$ cat src/rtl/ctrl_pkg.sv
// Shared definitions for the multicycle controller: opcode map, FSM state
// encoding and opcode classes produced by the decoder.
package ctrl_pkg;

  localparam logic [3:0] OP_NOP  = 4'd0;
  localparam logic [3:0] OP_HLF  = 4'd1;
  localparam logic [3:0] OP_LFH  = 4'd2;
  localparam logic [3:0] OP_BNE  = 4'd3;
  localparam logic [3:0] OP_LW   = 4'd4;
  localparam logic [3:0] OP_SW   = 4'd5;
  localparam logic [3:0] OP_BEQ  = 4'd6;
  localparam logic [3:0] OP_CNT  = 4'd7;
  localparam logic [3:0] OP_SET  = 4'd8;
  localparam logic [3:0] OP_HALT = 4'd15;

  typedef enum logic [3:0] {
    S_FETCH,
    S_DECODE,
    S_EXEC,
    S_WB,
    S_MEMADDR,
    S_MEMACC,
    S_MEMWB,
    S_BRANCH,
    S_HALT
  } state_e;

  typedef enum logic [2:0] {
    C_NOP,
    C_ALU,
    C_MEM,
    C_BR,
    C_HALT,
    C_ILL
  } cls_e;

endpackage

$ cat src/rtl/ctrl_decoder.sv
// Combinational opcode classifier: maps the 4-bit opcode to the routing
// class used in DECODE and flags the unassigned codes 9..14.
module ctrl_decoder
  import ctrl_pkg::*;
(
  input  logic [3:0] opcode,
  output cls_e       cls,
  output logic       illegal
);

  // classify opcode; anything outside the map is illegal
  always_comb begin
    cls = C_ILL;
    case (opcode)
      OP_NOP:                          cls = C_NOP;
      OP_HLF, OP_LFH, OP_CNT, OP_SET:  cls = C_ALU;
      OP_LW, OP_SW:                    cls = C_MEM;
      OP_BNE, OP_BEQ:                  cls = C_BR;
      OP_HALT:                         cls = C_HALT;
      default:                         cls = C_ILL;
    endcase
  end

  assign illegal = (cls == C_ILL);

endmodule

$ cat src/rtl/multicycle_ctrl.sv
// Multicycle CPU control FSM. Sequences fetch/decode/execute/memory/branch
// phases and drives datapath strobes from the current state.
// Optional build macro CTRL_PERF_EN adds the 16-bit retired-instruction
// counter output.
module multicycle_ctrl
  import ctrl_pkg::*;
(
  input  logic        clock,
  input  logic        reset,
  input  logic [3:0]  opcode,
  input  logic        zero,
  input  logic        mem_ready,
  output logic        mem_req,
  output logic        mem_read,
  output logic        mem_write,
  output logic        iord,
  output logic        ir_write,
  output logic        pc_write,
  output logic        pc_src,
  output logic        reg_write,
  output logic        mem_to_reg,
  output logic [3:0]  alu_ctl,
  output logic        halted,
  output logic        illegal
`ifdef CTRL_PERF_EN
  ,
  output logic [15:0] retired
`endif
);

  state_e state, nxt;
  cls_e   cls;
  logic   dec_ill;
  logic   rst_q;

  ctrl_decoder u_dec (
    .opcode  (opcode),
    .cls     (cls),
    .illegal (dec_ill)
  );

  // state register; rst_q blanks the first FETCH cycle after reset
  always_ff @(posedge clock) begin
    rst_q <= reset;
    if (reset) state <= S_FETCH;
    else       state <= nxt;
  end

  // next-state and Moore outputs; reset forces every output low
  always_comb begin
    nxt        = state;
    mem_req    = 1'b0;
    mem_read   = 1'b0;
    mem_write  = 1'b0;
    iord       = 1'b0;
    ir_write   = 1'b0;
    pc_write   = 1'b0;
    pc_src     = 1'b0;
    reg_write  = 1'b0;
    mem_to_reg = 1'b0;
    alu_ctl    = 4'd0;
    halted     = 1'b0;
    illegal    = 1'b0;
    case (state)
      S_FETCH: begin
        // no request in the cycle right after reset, so mem_ready is ignored
        if (!rst_q) begin
          mem_req  = 1'b1;
          mem_read = 1'b1;
          if (mem_ready) begin
            ir_write = 1'b1;
            pc_write = 1'b1;
            nxt      = S_DECODE;
          end
        end
      end
      S_DECODE: begin
        illegal = dec_ill;
        case (cls)
          C_ALU:   nxt = S_EXEC;
          C_MEM:   nxt = S_MEMADDR;
          C_BR:    nxt = S_BRANCH;
          C_HALT:  nxt = S_HALT;
          default: nxt = S_FETCH;
        endcase
      end
      S_EXEC: begin
        alu_ctl = opcode;
        nxt     = S_WB;
      end
      S_WB: begin
        reg_write = 1'b1;
        nxt       = S_FETCH;
      end
      S_MEMADDR: begin
        alu_ctl = opcode;
        nxt     = S_MEMACC;
      end
      S_MEMACC: begin
        mem_req   = 1'b1;
        iord      = 1'b1;
        mem_read  = (opcode == OP_LW);
        mem_write = (opcode != OP_LW);
        if (mem_ready) nxt = (opcode == OP_LW) ? S_MEMWB : S_FETCH;
      end
      S_MEMWB: begin
        reg_write  = 1'b1;
        mem_to_reg = 1'b1;
        nxt        = S_FETCH;
      end
      S_BRANCH: begin
        alu_ctl  = opcode;
        pc_src   = 1'b1;
        pc_write = zero;
        nxt      = S_FETCH;
      end
      S_HALT: begin
        halted = 1'b1;
      end
      default: nxt = S_FETCH;
    endcase
    if (reset) begin
      mem_req    = 1'b0;
      mem_read   = 1'b0;
      mem_write  = 1'b0;
      iord       = 1'b0;
      ir_write   = 1'b0;
      pc_write   = 1'b0;
      pc_src     = 1'b0;
      reg_write  = 1'b0;
      mem_to_reg = 1'b0;
      alu_ctl    = 4'd0;
      halted     = 1'b0;
      illegal    = 1'b0;
    end
  end

`ifdef CTRL_PERF_EN
  logic [15:0] ret_cnt;

  // count every instruction completion (any return to FETCH from a work state)
  always_ff @(posedge clock) begin
    if (reset)                                  ret_cnt <= 16'd0;
    else if (state != S_FETCH && nxt == S_FETCH) ret_cnt <= ret_cnt + 16'd1;
  end

  assign retired = reset ? 16'd0 : ret_cnt;
`endif

endmodule

$ cat config.mk
export PLATFORM = sky130hd
export DESIGN_NAME = multicycle_ctrl
export DESIGN_NICKNAME = d
export VERILOG_FILES = /design/src/rtl/ctrl_pkg.sv /design/src/rtl/ctrl_decoder.sv /design/src/rtl/multicycle_ctrl.sv
export SDC_FILE = /design/constraint.sdc
export NUM_CORES = 1
export LEC_CHECK = 0
export BUFFER_PORTS_ARGS = -buffer_cell sky130_fd_sc_hd__buf_2
export CAP_MARGIN = 20
export CORE_MARGIN = 10
export CORE_UTILIZATION = 40
export CTS_CLUSTER_DIAMETER = 200
export CTS_CLUSTER_SIZE = 8
export DETAILED_ROUTE_END_ITERATION = 8
export GPL_TIMING_DRIVEN = 0
export PLACE_DENSITY_LB_ADDON = 0.08
export SLEW_MARGIN = 20
export SYNTH_ARGS = -nofsm -noshare
export SYNTH_HDL_FRONTEND = slang
export SYNTH_HIERARCHICAL = 1
export SYNTH_SLANG_ARGS = --single-unit
$ cat constraint.sdc
create_clock -name clock -period 3.4 [get_ports clock]
set_input_delay 0.17 -clock clock [delete_from_list [all_inputs] [get_ports clock]]
set_output_delay 0.17 -clock clock [all_outputs]
set_load 0.1 [all_outputs]
==> impl_metrics.toml, run 1 <==
[drt]
route.vias.total = 667
drt_wl_total_um = 1690
drtPass1Iterations = 4
viasPerCell = 5.70
ant_nets = 0
drt_iter0_markers = 3
drc_errors = 0
wl_per_cell_um = 14.5

[synthesis]
synthTopCellsByCount = "8 x nor2_1, 6 x a21oi_1, 5 x and2_1, 5 x dfxtp_1"
yosysSeqAreaShare = 0.180
syn_inst = 76
synth.top_cells.by_area = "dfxtp_1 18%, and2_1 5.6%, a21oi_1 5.4%"
synth_flop_cell = "dfxtp_1"
synth_enable_flop_cells = 0
ys_ff_latch = 5
synth_largest_area_cell = "dfxtp_1"
synth.distinct_cells = 39
synth-async-reset-ratio = 0
synth.most_common_cell = "nor2_1"
synth_nets = 84
avgSynthCellArea_um2 = 7.33
synth_top_area_frac = 0.180
synth_area_um2 = 557
ys_warn_count = 6

[sta]
fmax_mhz = 421
skew_ns = 0.0111
hold_violations = 0
worst_slew_margin_rel = 0.644
setup_violations = 0
whs_ns = 0.0847
period_needed_ns = 2.38
finalSetupTns_ns = 0
fin_crit_sh = 0.699
worst_pin_slew_ns = 0.534
slew_violations = 0
rsz0062_at_grt = "no"

[run_status]
status = "completed"

[power_and_ir_drop]
p_per_area_nw_per_um2 = 327
p_leak_uw = 0.000327
power_uw = 239
ir_drop_v = 0.000216

[worst_setup_path]
cp-end-kind = "output pin"
cpPeakStageDelay_ns = 0.44
start_kind = "flip-flop"
cp_slowest_cell = "or4_4"
cp_cell_sequence = "or2_1 -> or4_4 -> or2_4 -> a21oi_2 -> buf_2"
cp_max_fo = 9
crit_family = "simple AND/OR/NAND/NOR gates"
worst-endpoint-arrival_ns = 2.21
critical_path_required_ns = 3.23
path_class = "flip-flop to output pin"
worst-path-buf-inv = 1

[placement]
port_buffers = 22
post_dp_cell_area_um2 = 704
gp_congestion = 0.836
place_hpwl_um = 1330

[grt]
grt_max_degree = 11
grt_pass1_wl_um = 2860
grt_overflow = 0
grt_pass1_vias = 623
grt_antenna_before_repair = 0
grt_usage = 0.107

[clock_tree]
cts_root_buf = "clkbuf_4"
ctsResizeCount = 0
cts-hold-fix-buffers = 0
cts.sinks = 5
cts_buffers = 3
clk_pin_slew_ns = 0.05
cts_buffer_depth = 2
htreeDepth = 1
cts_tree = "done"
clkLatencyLatePin_ns = 0.26
post_cts_buffers = 0

[min_path]
hp-class = "input pin to flip-flop"

[layout]
drive_gt1_frac = 0.353
nNetsFinal = 111
num_antenna_cells = 0
final_area_um2 = 731
utilization = 0.562
area_growth_pct = 31.2

[floorplanning]
start_util = 0.428
fp-row-count = 13
core_um2 = 1300
die_width_um = 57.3
pin_count = 23
dieArea_um2 = 3280
die_h_um = 57.3

[job]
maxCapViolCount = 0
-- area by class of cell --
type / count / area (um2)
plain buffers: 4 / 16.3
inverters: 3 / 11.3
multi-input cells: 64 / 448
well taps: 15 / 18.8
flip-flops and latches: 5 / 100
repair buffers: 22 / 110
fillers: 133 / 571
clock buffers: 4 / 26.3
-- through the flow --
stage | cells | worst slack (ns)
after detailed placement | 113 | 1.30
after floorplan | 76 | 0.517
final | 117 | 1.02
after CTS | 117 | 1.02
after global placement | 113 | 1.31
after global routing | 117 | 0.936
-- flip-flops by register name (all words and copies together), names as in the netlist --
| name | cells |
|---|---|
| rst_q | 1 |
| state | 4 |
-- cells by family (layout without fill, tap and decap cells) --
| kind of cell | after synthesis | count (layout) | share of synthesized area |
|---|---|---|---|
| XOR/XNOR | 2 | 2 | 0.0315 |
| multiplexers | 1 | 1 | 0.0202 |
| AND/OR/NAND/NOR | 45 | 45 | 0.517 |
| flip-flops | 5 | 5 | 0.180 |
| buffers and inverters | 7 | 33 | 0.0494 |
| AO/OA/AOI/OAI | 16 | 16 | 0.202 |
-- layer usage --
layer  routed length [um]  track usage
met5                    0            0
met4                   48       0.0705
met3                  124       0.0376
met2                  809        0.167
met1                  711        0.120
-- worst paths after layout --
path	startpoint	end	slack (ns)	depth (start not counted)
setup / recovery	state[3]	pc_write	1.02	5
hold / removal	reset	rst_q	0.08	1
setup reg to reg	state[2]	state[2]	1.98	4
hold reg to reg	rst_q	state[2]	0.68	3
-- placed cells by master (no fill, tap or decap), types with 2 or more instances in the layout --
| cell | netlist | layout |
|---|---|---|
| nand4_1 | 2 | 2 |
| and2_1 | 5 | 5 |
| clkbuf_4 | 0 | 3 |
| nand2_1 | 3 | 3 |
| a21oi_1 | 6 | 6 |
| nor4_2 | 0 | 3 |
| nor4b_1 | 2 | 2 |
| clkbuf_1 | 2 | 3 |
| and2b_1 | 2 | 2 |
| inv_1 | 3 | 3 |
| dfxtp_1 | 5 | 5 |
| nor2b_1 | 2 | 2 |
| nor3_1 | 3 | 3 |
| buf_2 | 1 | 23 |
| xor2_1 | 2 | 2 |
| nor2_1 | 8 | 8 |
| o21ai_0 | 2 | 2 |
| nand2b_1 | 3 | 3 |
-- report_power, final --
part,switching [uW],internal [uW],total (uW)
logic,72.7,26.6,99.4
registers,4.65,61.5,66.2
clock network,29.0,44.6,73.6
total,106,133,239
Power figures use the tool's default switching activity.
==> run 2: changes to the inputs <==
- clock period: 3.4 -> 2.2 ns (I/O delays scaled with it)
==> run 2 against run 1 <==
First-iteration DRC count unchanged; sequential cell count stayed put; core utilization rose by 2.6 points; worst setup slack worse by 0.92 ns; final cell count stayed put; hold slack worse by 0.052 ns; register-to-register slack got worse by 1.2 ns; sequential power up 54%; clock-buffer cell count unchanged; routed wire length shrank 4.1%; clock skew is 0.0076 ns lower.
==> impl_metrics.toml, run 2 (synthesis gave the netlist of run 1 again) <==
[floorplanning]
die_h_um = 57.3
die_width_um = 57.3
start_util = 0.428
fp-row-count = 13
pin_count = 23
dieArea_um2 = 3280
core_um2 = 1300

[layout]
final_area_um2 = 764
reg_top3 = "state x4, rst_q x1"
drive_gt1_frac = 0.373
area_growth_pct = 37.3
top_register = "state"
final_cell_mix = "17 x buf_2, 7 x nor2_1, 7 x clkbuf_4"
utilization = 0.588
largest_register_ffs = 4
nNetsFinal = 111
layout_commonest_cell = "buf_2"
num_antenna_cells = 0

[grt]
grt_pass1_wl_um = 2830
grt_pass1_vias = 631
grt_max_degree = 11
grt_antenna_before_repair = 0
grt_usage = 0.101
grt_overflow = 0

[drt]
drt_iter0_markers = 3
ant_nets = 0
drtPass1Iterations = 4
met1_length_um = 701
drt_wl_total_um = 1620
route.met2.wl_um = 792
topRoutingLayerUsed = "met4"
wl_met3_um = 111
drc_errors = 0
wl_per_cell_um = 13.9
viasPerCell = 5.52
route.vias.total = 646

[worst_setup_path]
path_class = "flip-flop to output pin"
worst-endpoint-arrival_ns = 1.99
critical_path_required_ns = 2.09
cp_max_fo = 9
ff2ff_setup_slack_ns = 0.79
start_kind = "flip-flop"
cp-end-kind = "output pin"
rr_worst_depth = 5

[clock_tree]
clk_pin_slew_ns = 0.04
cts_root_buf = "clkbuf_4"
cts-hold-fix-buffers = 0
cts_tree = "done"
cts_buffer_depth = 2
htreeDepth = 1
clkLatencyLatePin_ns = 0.24
cts.sinks = 5
cts_buffers = 3

[sta]
worst_pin_slew_ns = 0.596
setup_violations = 0
fmax_mhz = 476
period_needed_ns = 2.10
skew_ns = 0.00355
worst_slew_margin_rel = 0.603
whs_ns = 0.0327
slew_violations = 0
rsz0062_at_grt = "yes"
hold_violations = 0
fin_crit_sh = 0.956

[job]
maxCapViolCount = 0

[power_and_ir_drop]
swShare = 0.428
switching_power_uw = 156
p_per_area_nw_per_um2 = 477
ir_drop_v = 0.000326
comb_power_share = 0.435
p_int_uw = 209
p_leak_uw = 0.000326
clkPwrFrac = 0.285
seq_power_share = 0.279

[min_path]
hold_depth = 1
hp-class = "input pin to flip-flop"

[placement]
place_hpwl_um = 1320
post_dp_cell_area_um2 = 719
port_buffers = 22
gp_congestion = 0.797

[run_status]
status = "completed"
run 2: per-layer routing:
metal,vias to the layer above,global-route usage
li1,331,-
met4,0,0.0403
met1,291,0.118
met3,4,0.0354
met5,-,0
met2,20,0.163
run 2: timing repair:
action,in CTS,in global routing
cloned,0,0
setup endpoints to repair,2,5
gates resized for setup,2,5
buffers inserted,0,0
hold endpoints to repair,0,0
run 2: cell type report:
class	count	area, um2
Timing Repair Buffer	22	129
Inverter	3	11.3
Clock buffer	4	26.3
Buffer	4	16.3
Multi-Input combinational cell	64	463
Fill cell	139	537
Tap cell	15	18.8
Sequential cell	5	100
run 2: power groups by stage:
| stage | Sequential [uW] | Combinational (uW) | Clock (uW) |
|---|---|---|---|
| after global placement | 104 | 154 | 0 |
| after floorplan | 102 | 126 | 0 |
| after detailed placement | 104 | 156 | 0 |
| after CTS | 102 | 157 | 107 |
| after global routing | 103 | 170 | 112 |
| final | 102 | 159 | 104 |
run 2: critical path, cell delays in order (launching register included):
cell and delay (ns):
dfxtp_1 0.38, or2_1 0.28, or4_4 0.44, or2_4 0.27
nor2_2 0.08, buf_4 0.30
run 2: path summary, 6_finish.rpt:
kind | end | from
hold / removal | rst_q | reset
hold reg to reg | state[1] | rst_q
setup reg to reg | state[0] | state[2]
setup / recovery | ir_write | state[3]
run 2: through the flow:
stage	setup TNS (ns)	setup WS (ns)	cells	total power [uW]
global route	-0.0138	-0.0132	117	385
floorplan	-1.50	-0.419	76	227
finish	0	0.0977	117	365
detailed placement	0	0.182	113	259
CTS	0	0.0557	117	366
global placement	0	0.183	113	257
